File: config.mk
export PLATFORM = sky130hd
export DESIGN_NAME = ysyx_220053_ifu
export DESIGN_NICKNAME = d
export VERILOG_FILES = /design/src/rtl/ysyx_220053_ifu_pkg.sv /design/src/rtl/ysyx_220053_ifu.sv
export SDC_FILE = /design/constraint.sdc
export NUM_CORES = 1
export LEC_CHECK = 0
export BUFFER_PORTS_ARGS = -buffer_cell sky130_fd_sc_hd__buf_2
export CAP_MARGIN = 20
export CORE_MARGIN = 2
export CORE_UTILIZATION = 35
export DETAILED_ROUTE_END_ITERATION = 8
export GPL_TIMING_DRIVEN = 1
export MAX_ROUTING_LAYER = met4
export SYNTH_ARGS = -nofsm -noshare
export SYNTH_HDL_FRONTEND = slang
export SYNTH_SLANG_ARGS = --single-unit
File: constraint.sdc
create_clock -name clk -period 4.95 [get_ports clk]
set_clock_uncertainty 0.2 [all_clocks]
set_input_delay 0 -clock clk [delete_from_list [all_inputs] [get_ports clk]]
set_output_delay 0 -clock clk [all_outputs]
set_load 0.02 [all_outputs]
File: src/rtl/ysyx_220053_ifu_pkg.sv
// Shared IFU definitions: FSM state encoding, reset PC and the canonical NOP.
// Latency: n/a (types and constants only).
// Backpressure: n/a.
package ysyx_220053_ifu_pkg;

  // Fetch FSM states; the numeric encoding is relied on by debug tooling.
  typedef enum logic [1:0] {
    ST_FETCH = 2'd0,
    ST_WAIT  = 2'd1,
    ST_HOLD  = 2'd2,
    ST_FAULT = 2'd3
  } ifu_state_e;

  // Architectural PC after reset.
  localparam logic [63:0] IFU_RESET_PC = 64'h0000_0000_8000_0000;

  // addi x0, x0, 0 -- presented in the instruction register after reset.
  localparam logic [31:0] IFU_NOP = 32'h0000_0013;

  // No compressed-instruction support: any PC with bit 1 set cannot be fetched.
  // Bit 0 is already cleared by execute, so only bit 1 matters here.
  function automatic logic pc_misaligned(input logic [1:0] pc_lo);
    return pc_lo[1];
  endfunction

endpackage

File: src/rtl/ysyx_220053_ifu.sv
// Instruction fetch unit: owns the PC, fetches one word per instruction over req/gnt/rvalid.
// Latency: inst_valid two cycles after imem_req at best (gnt, then rvalid next cycle); 1 instr / 3 cycles.
// Backpressure: request held until gnt; fetched instruction held until commit; no new fetch meanwhile.
module ysyx_220053_ifu
  import ysyx_220053_ifu_pkg::*;
#(
  parameter int unsigned      XLEN     = 64,
  parameter logic [XLEN-1:0]  RESET_PC = IFU_RESET_PC[XLEN-1:0]
) (
  input  logic            clk,
  input  logic            rst,
  input  logic            commit,
  input  logic [XLEN-1:0] dnpc,
  output logic            imem_req,
  output logic [XLEN-1:0] imem_addr,
  input  logic            imem_gnt,
  input  logic            imem_rvalid,
  input  logic [31:0]     imem_rdata,
  input  logic            imem_err,
  output logic            inst_valid,
  output logic [31:0]     inst,
  output logic [XLEN-1:0] pc,
  output logic            fetch_fault,
  output logic [63:0]     retired
);

  ifu_state_e      state_q, state_d;
  logic [XLEN-1:0] pc_q, pc_d;
  logic [31:0]     inst_q, inst_d;
  logic [63:0]     retired_q, retired_d;

  // Next-state logic: FETCH waits for gnt, WAIT for the response, HOLD for commit.
  // rvalid is only looked at in WAIT, so a response coinciding with gnt is ignored.
  always_comb begin
    state_d   = state_q;
    pc_d      = pc_q;
    inst_d    = inst_q;
    retired_d = retired_q;
    case (state_q)
      ST_FETCH: begin
        if (imem_gnt) begin
          state_d = ST_WAIT;
        end
      end
      ST_WAIT: begin
        if (imem_rvalid) begin
          if (imem_err) begin
            state_d = ST_FAULT;
          end else begin
            inst_d  = imem_rdata;
            state_d = ST_HOLD;
          end
        end
      end
      ST_HOLD: begin
        if (commit) begin
          // The commit retires even when the next PC turns out to be unfetchable.
          retired_d = retired_q + 64'd1;
          pc_d      = dnpc;
          state_d   = pc_misaligned(dnpc[1:0]) ? ST_FAULT : ST_FETCH;
        end
      end
      ST_FAULT: begin
        state_d = ST_FAULT;
      end
      default: begin
        state_d = ST_FETCH;
      end
    endcase
  end

  // State registers; reset abandons any outstanding request and restarts at RESET_PC.
  always_ff @(posedge clk) begin
    if (rst) begin
      state_q   <= ST_FETCH;
      pc_q      <= RESET_PC;
      inst_q    <= IFU_NOP;
      retired_q <= 64'd0;
    end else begin
      state_q   <= state_d;
      pc_q      <= pc_d;
      inst_q    <= inst_d;
      retired_q <= retired_d;
    end
  end

  // Control outputs are forced low during reset so nothing downstream acts on stale state.
  assign imem_req    = ~rst & (state_q == ST_FETCH);
  assign inst_valid  = ~rst & (state_q == ST_HOLD);
  assign fetch_fault = ~rst & (state_q == ST_FAULT);

  assign imem_addr = pc_q;
  assign pc        = pc_q;
  assign inst      = inst_q;
  assign retired   = retired_q;

endmodule

# --- Word level (Yosys, flattened, before mapping) ---
# Index checks and enable logic that the tools add are counted.
totals:
  register_bits: 162
  out_inout_bits: 227
  elab_cells: 26
classes:
  add_sub_neg: 1
  eq_ne: 6
  mux: 6
  bitwise_logic: 5
  n_reduce_logical: 4
ops:
  columns: ["cell", "n"]
  rows:
  - ["64-bit by 1-bit adder with 64-bit output, second input constant", 1]
  - ["2-bit two-way mux", 4]
  - ["2-bit case mux with 4 select lines", 1]
  - ["2-bit != test, second input constant", 3]
  - ["3-bit AND reduction", 2]
  - ["2-bit == test, second input constant", 2]
  - ["1-bit bitwise AND", 3]
  - ["2-bit by 1-bit == test with 1-bit output, second input constant", 1]
  - ["2-bit logical NOT", 1]
  - ["1-bit NOT", 2]
  - ["2-bit AND reduction", 1]
  - ["1-bit two-way mux", 1]

# --- Logic depth before layout (Yosys ltp) ---
# Gate-level depths: netlist of the first run.
depth:
  word_depth: 3
  depth_mapped: 9
  depth_no_buf: 6

# --- Worst setup path after synthesis of the first run ---
# OpenSTA, ideal clock, no wires.
synth_path:
  path_type: "reg-to-reg"
  from: "register retired_q[0] (netlist: retired[0])"
  to: "register retired_q[62] (netlist: retired[62])"
  setup_time_ns: 0.070
  arrival_ns: 2.647
  slack_ns: 2.033
  path_stages_with_launch: 9
  synth_period_minus_slack_ns: 2.917
  path_cell_list: "dfxtp_1 -> ha_1 -> nand2_1 -> or4_1 -> buf_2 -> or4_4 -> buf_6 -> or4_1 -> a21oi_1"
synth_via:
  elab_chain_len: 1
synth_rtl:
  columns: ["element", "line", "text"]
  rows:
  - ["start, declared", "ysyx_220053_ifu.sv:30", "logic [63:0] retired_q, retired_d;"]
  - ["start signal, assigned", "ysyx_220053_ifu.sv:83", "retired_q <= retired_d;"]
  - ["64-bit by 1-bit adder with 64-bit output", "ysyx_220053_ifu.sv:58", "retired_d = retired_q + 64'd1;"]
# Every way passes these cells.
# A chain may end at the register's enable or synchronous reset.

# --- Worst setup path after layout of the first run ---
layout_path:
  from: "register retired_q[0] (netlist: retired[0])"
  to: "register retired_q[56] (netlist: retired[56])"
# The elaborated chain is that of the path after synthesis.

==> results of run 1 <==
state kept, by name, summed over array words and instances (netlist names):
name,cells
imem_addr,64
state_q,2
inst,32
retired,64
critical path, delay by kind of cell (launching register included):
| family | cells | cell delay (ns) |
|---|---|---|
| adder cells (fa/ha/maj) | 1 | 0.21 |
| AO/OA/AOI/OAI | 1 | 0.15 |
| AND/OR/NAND/NOR | 4 | 2.26 |
| flip-flops | 1 | 0.38 |
repair_timing:
item | 4_1_cts | 5_1_grt
hold endpoints to repair | 98 | 0
hold buffers | 101 | 0
gates resized for setup | 0 | 0
layout make-up:
class                           count  area (sq um)  share of cell area (%)
Sequential cell                   162          3240                    33.0
Timing Repair Buffer              434          2710                    27.6
Clock buffer                       21           470                    4.78
Clock inverter                     11           120                    1.22
Multi-Input combinational cell    584          2920                    29.7
Tap cell                          265           332                    3.37
Inverter                           10          37.5                   0.382
metal layers:
metal	vias to the layer above	wire length, um	global-route usage [%]
li1	3559	-	-
met1	3250	9620	25.9
met2	231	9990	29.8
met3	30	1250	5.10
met4	0	442	5.83
met5	-	0	-
per-stage QoR:
| stage | cells | utilization, % | power (mW) |
|---|---|---|---|
| global placement | 1353 | 42.4 | 1.57 |
| finish | 1487 | 50.7 | 2.92 |
| CTS | 1486 | 50.6 | 2.95 |
| floorplan | 871 | - | 1.49 |
| global route | 1487 | 50.7 | 3.04 |
| detailed placement | 1353 | 42.4 | 1.57 |
cells in the final DEF (no fill, tap or decap), types with 4 or more instances in the layout:
master         instances
nand2_1              222
xnor2_1               17
dfxtp_1              162
buf_4                  4
nor3_1                13
o31ai_1                6
a21oi_1              129
xor2_1                11
or4_1                 10
buf_2                327
or3_1                 26
and4_1                 5
nand4_1               22
inv_1                 10
nand3_1               20
nor4_1                12
nor2_1                40
clkinv_4               4
dlygate4sd3_1        101
nand3b_1               5
o21ai_0               27
clkbuf_16             17
Yosys cell counts, drive strengths merged, types with 12 or more instances:
cell type,n,area (sq um)
a21oi,129,646
nor3,13,65.1
clkbuf,45,169
nand3,20,100
or3,26,163
o21ai,27,135
nor2,41,154
xnor2,17,149
nor4,12,75.1
nand2,222,833
dfxtp,162,3240
buf,70,517
nand4,22,138
final timing paths:
check	slack [ns]	to
setup / recovery	1.68	retired[56]$_SDFFE_PP0P_
hold reg to reg	0.25	inst[3]$_SDFFE_PP0P_
setup reg to reg	1.68	retired[56]$_SDFFE_PP0P_
hold / removal	0.02	retired[43]$_SDFFE_PP0P_
cells by family (layout without fill, tap and decap cells):
kind of cell / count (synthesis) / in the layout / share of synthesized area [%]
AOI/OAI and AO/OA: 166 / 166 / 12.5
muxes: 1 / 1 / 0.164
xor gates and xnor gates: 28 / 28 / 3.56
DFF: 162 / 162 / 47.1
buffers and inverters: 125 / 476 / 10.5
and+or+nand+nor: 388 / 388 / 25.9
adders and majority gates: 1 / 1 / 0.182
power by group through the flow:
stage / sequential (mW) / combinational, mW / clock [mW]
after CTS: 1.34 / 0.261 / 1.34
after global routing: 1.35 / 0.286 / 1.40
after global placement: 1.37 / 0.197 / 0
after floorplan: 1.39 / 0.100 / 0
after detailed placement: 1.37 / 0.197 / 0
final: 1.34 / 0.263 / 1.31
==> impl_metrics.json, run 1 <==
{
  "cp.required_ns": 5.10,
  "yosysWarnings": 0,
  "netSwitchingFraction_pct": 24.7,
  "ys_async_sr_fraction_pct": 0,
  "fill_cells": 1906,
  "fp-row-count": 51,
  "endpoint_kind": "flip-flop",
  "diodes": 0,
  "ios": 329,
  "crit_type": "reg2reg",
  "syn_avg_cell_area_sq_um": 7.90,
  "dieArea_sq_um": 20800,
  "drt-pass1-iter-count": 5,
  "drc": 0,
  "antenna_found_initial": 0,
  "wl_per_cell_um": 14.3,
  "p_per_area_nw_per_um2": 296,
  "hp-class": "in2reg",
  "die_h_um": 144,
  "drt_iter0_drc": 395,
  "worstPathCellList": "ha_1 -> nand2_1 -> or4_1 -> or4b_1 -> or4_1 -> a21oi_1",
  "grt_usage_pct": 19.6,
  "routed_wl_um": 21300,
  "dp_hpwl_um": 14100,
  "tns_ns": 0,
  "yosysSeqAreaShare_pct": 47.1,
  "cell_internal_pwr_mw": 2.20,
  "ys_ff_latch": 162,
  "cp-startpoint": "retired[0]$_SDFFE_PP0P_",
  "cts.sinks": 162,
  "power.share.sequential_pct": 46.0,
  "pwr-share-comb_pct": 9.0,
  "setup_viol": 0,
  "clkPwrFrac_pct": 44.9,
  "place.gp.congestion": 0.808,
  "r2r_start": "retired[0]$_SDFFE_PP0P_",
  "max_freq_mhz": 305,
  "worst_setup_path_start_kind": "flip-flop",
  "cts_root_buf": "clkbuf_16",
  "slew_headroom_pct": 29.2,
  "tightest_slew_ns": 1.06,
  "nets": 1312,
  "areaGrowthSynthToFinish_pct": 43.0,
  "finalHoldWorstSlack_ns": 0.0198,
  "fin_crit_ns": 3.27,
  "syn_area_sq_um": 6880,
  "clk_latency_ns": 0.42,
  "stdcell_area_sq_um": 9840,
  "start_util_pct": 35.5,
  "cap_violations": 0,
  "vdd_ir_drop_max_mv": 0.210,
  "drv_slew": 0,
  "finalCritPeriodShare_pct": 66.1,
  "outcome": "complete, no violations",
  "max_stage_delay_ns": 0.85,
  "crit_arrival_ns": 3.42,
  "synth_cell_type_count": 36,
  "setup_ws_ns": 1.68,
  "clkTransAtPathRegs_ns": 0.07,
  "synth.net_count": 974,
  "postPlaceCellArea_sq_um": 8220,
  "numCtsBuffers": 17,
  "hold_path_depth": 2,
  "synth-edff-count": 0,
  "vias": 7070,
  "core_sq_um": 19400,
  "synthCells": 871,
  "post-cts-setup-buffers": 0,
  "detail-route-antenna-nets": 0,
  "io_buffers": 328,
  "viasPerCell": 4.75,
  "cts_max_path_buffers": 2,
  "htreeDepth": 4,
  "path_max_fanout": 17,
  "grt_pass1_vias": 6157,
  "report.final.hold_viol_count": 0,
  "dp_slack_ns": 1.68,
  "reg2reg_depth": 6,
  "grt_max_degree": 98,
  "cts_tree": "yes",
  "grt_pass1_wl_um": 31500,
  "min_from": "rst",
  "slowest_stage": "or4b_1",
  "overflow": 0,
  "cp_common_cell": "or4_1",
  "rsz0062_at_grt": "false",
  "p_leak_nw": 4.24,
  "synthFlopType": "dfxtp_1",
  "chipWidth_um": 144,
  "drive_gt1_share_pct": 30.5,
  "power.switching_uw": 720
}
Note: power is estimated with default switching activity, not from simulation.
==> inputs of run 2 (changes only) <==
--- a/config.mk
+++ b/config.mk
@@ -5,6 +5,7 @@
 export SDC_FILE = /design/constraint.sdc
 export NUM_CORES = 1
 export LEC_CHECK = 0
+export ABC_AREA = 1
 export BUFFER_PORTS_ARGS = -buffer_cell sky130_fd_sc_hd__buf_2
 export CAP_MARGIN = 20
 export CORE_MARGIN = 2
==> constraint.sdc (replaced) <==
create_clock -name clk -period 3.3 [get_ports clk]
set_clock_uncertainty 0.2 [all_clocks]
set_input_delay 0 -clock clk [delete_from_list [all_inputs] [get_ports clk]]
set_output_delay 0 -clock clk [all_outputs]
set_load 0.02 [all_outputs]
==> impl_metrics.json, run 2 <==
{
  "grt_pass1_vias": 7987,
  "synth.net_count": 1238,
  "cell_internal_pwr_mw": 3.55,
  "synth_top_cell_area_share_pct": 41.7,
  "crit_arrival_ns": 2.65,
  "tns_ns": 0,
  "final_common_cell": "buf_2",
  "clkTransAtPathRegs_ns": 0.07,
  "reg2reg_depth": 8,
  "ys_async_sr_fraction_pct": 0,
  "antenna_found_initial": 0,
  "hp-class": "in2reg",
  "diodes": 0,
  "drive_gt1_share_pct": 27.2,
  "wl_per_cell_um": 14.6,
  "clkPwrFrac_pct": 42.6,
  "slowest_stage": "dlygate4sd3_1",
  "critPathTopFamily": "buffers and inverters",
  "viasPerCell": 4.74,
  "endpoint_kind": "flip-flop",
  "cts_tree": "yes",
  "outcome": "complete, no violations",
  "cp_common_cell": "dlygate4sd3_1",
  "report.final.hold_viol_count": 0,
  "yosysMostFrequentCell": "nor2_1",
  "power.share.sequential_pct": 42.5,
  "chipWidth_um": 153,
  "max_stage_delay_ns": 0.57,
  "fin_crit_ns": 2.52,
  "p_leak_nw": 5.25,
  "synthCells": 1135,
  "tightest_slew_ns": 0.978,
  "worstPathCellList": "inv_2 -> nor2_2 -> nand2_1 -> o311ai_0 -> o21a_1 -> dlygate4sd3_1 -> nor2_1 -> dlygate4sd3_1",
  "synthFlopType": "dfxtp_1",
  "ios": 329,
  "die_h_um": 153,
  "yosys-top-cells-count": "318 x nor2_1, 167 x nand2_1, 162 x dfxtp_1, 111 x o21ai_0, 88 x inv_1",
  "grt_pass1_wl_um": 41400,
  "drt-pass1-iter-count": 5,
  "cp.required_ns": 3.43,
  "overflow": 0,
  "clk_latency_ns": 0.43,
  "post-cts-setup-buffers": 0,
  "detail-route-antenna-nets": 0,
  "p_per_area_nw_per_um2": 458,
  "grt_max_degree": 105,
  "hold_buffers": 106,
  "worst_setup_path_start_kind": "flip-flop",
  "routed_wl_um": 26100,
  "yosysSeqAreaShare_pct": 41.7,
  "vdd_ir_drop_max_mv": 0.309,
  "cts.sinks": 162,
  "dp_hpwl_um": 18400,
  "pwr-share-comb_pct": 14.9,
  "ys_ff_latch": 162,
  "synth-edff-count": 0,
  "io_buffers": 328,
  "drc": 0,
  "cts_max_path_buffers": 2,
  "drv_slew": 0,
  "drt_iter0_drc": 469,
  "dieArea_sq_um": 23400,
  "hold_path_depth": 7,
  "synth_cell_type_count": 35,
  "cap_violations": 0,
  "max_freq_mhz": 397,
  "syn_avg_cell_area_sq_um": 6.85,
  "grt_usage_pct": 22.4,
  "htreeDepth": 4,
  "yosysWarnings": 0,
  "setup_viol": 0,
  "postPlaceCellArea_sq_um": 9180,
  "stdcell_area_sq_um": 10900,
  "cts_root_buf": "clkbuf_16",
  "areaGrowthSynthToFinish_pct": 39.6,
  "nets": 1593,
  "critical_path_depth": 8,
  "slew_headroom_pct": 34.8,
  "synth_area_leaders": "dfxtp_1 42%, nor2_1 15%, nand2_1 8.1%",
  "core_sq_um": 21800,
  "yosysTopAreaCell": "dfxtp_1",
  "netSwitchingFraction_pct": 28.6,
  "vias": 8450,
  "start_util_pct": 35.6,
  "finalCritPeriodShare_pct": 76.4,
  "cp_num_buf_inv": 3,
  "power.switching_mw": 1.42,
  "final_cell_mix": "328 x buf_2, 318 x nor2_1, 167 x nand2_1, 162 x dfxtp_1, 111 x o21ai_0",
  "cts.repair.resized": 0,
  "crit_type": "reg2reg",
  "path_max_fanout": 6,
  "fp-row-count": 54,
  "place.gp.congestion": 0.904,
  "rsz0062_at_grt": "false",
  "numCtsBuffers": 17,
  "syn_area_sq_um": 7770
}
run 2: cell count changes in the layout (fill, tap and decap cells not counted), moves of 13 or more:
cell	change
nor2_1	+278
a21oi_1	-101
o21ai_0	+84
inv_1	+77
nand2_1	-55
nand3_1	+31
or3_1	-26
xnor2_1	-13
run 2: metrics by stage:
stage | std cells | worst slack (ns) | util [%] | hold slack (ns) | power [mW]
after detailed placement | 1645 | 1.10 | 42.1 | 0.0192 | 2.78
final | 1782 | 0.780 | 49.7 | 0.0610 | 4.98
after global routing | 1782 | 0.639 | 49.7 | 0.109 | 5.17
after CTS | 1782 | 0.801 | 49.7 | 0.0473 | 5.01
after floorplan | 1135 | 1.43 | - | -0.0738 | 2.58
after global placement | 1645 | 1.15 | 42.1 | 0.0113 | 2.78
run 2: path summary, 6_finish.rpt:
check	to	startpoint	slack [ns]
setup / recovery	state_q[0]$_SDFFE_PP0P_	state_q[1]$_SDFFE_PP0P_	0.78
hold / removal	inst[29]$_SDFFE_PP0P_	imem_err	0.06
hold reg to reg	inst[4]$_SDFFE_PP1P_	inst[4]$_SDFFE_PP1P_	0.26
setup reg to reg	state_q[0]$_SDFFE_PP0P_	state_q[1]$_SDFFE_PP0P_	0.78
run 2: power by group through the flow:
stage	registers, mW	clock network, mW	logic, mW
after floorplan	2.25	0	0.335
after global placement	2.16	0	0.627
after detailed placement	2.16	0	0.629
after CTS	2.11	2.16	0.739
after global routing	2.13	2.25	0.798
final	2.11	2.12	0.740
run 2: cells by family (layout without fill, tap and decap cells):
group | count (synthesis) | after routing | synth area share, %
buffers and inverters | 193 | 560 | 12.6
AOI/OAI and AO/OA | 152 | 152 | 10.1
DFF | 162 | 162 | 41.7
adders and majority gates | 1 | 1 | 0.161
xor gates and xnor gates | 7 | 7 | 0.789
and+or+nand+nor | 620 | 620 | 34.6
run 2: final cells by class:
type,count,area (sq um)
Tap cell,280,350
Multi-Input combinational cell,780,3550
Fill cell,2148,11000
Timing Repair Buffer,439,2750
Sequential cell,162,3240
Clock inverter,14,191
Inverter,90,339
Clock buffer,17,425
run 2: metal layers:
layer	global-route usage (%)	wire length [um]
met2	36.7	12600
met4	7.58	569
met3	4.54	1540
met1	27.6	11400
met5	-	0
run 2: worst reg2reg max path, cell delays in order, from the launching register on:
cell           delay (ns)
dfxtp_1              0.43
inv_2                0.06
nor2_2               0.18
nand2_1              0.10
o311ai_0             0.13
o21a_1               0.16
dlygate4sd3_1        0.55
nor2_1               0.04
dlygate4sd3_1        0.57
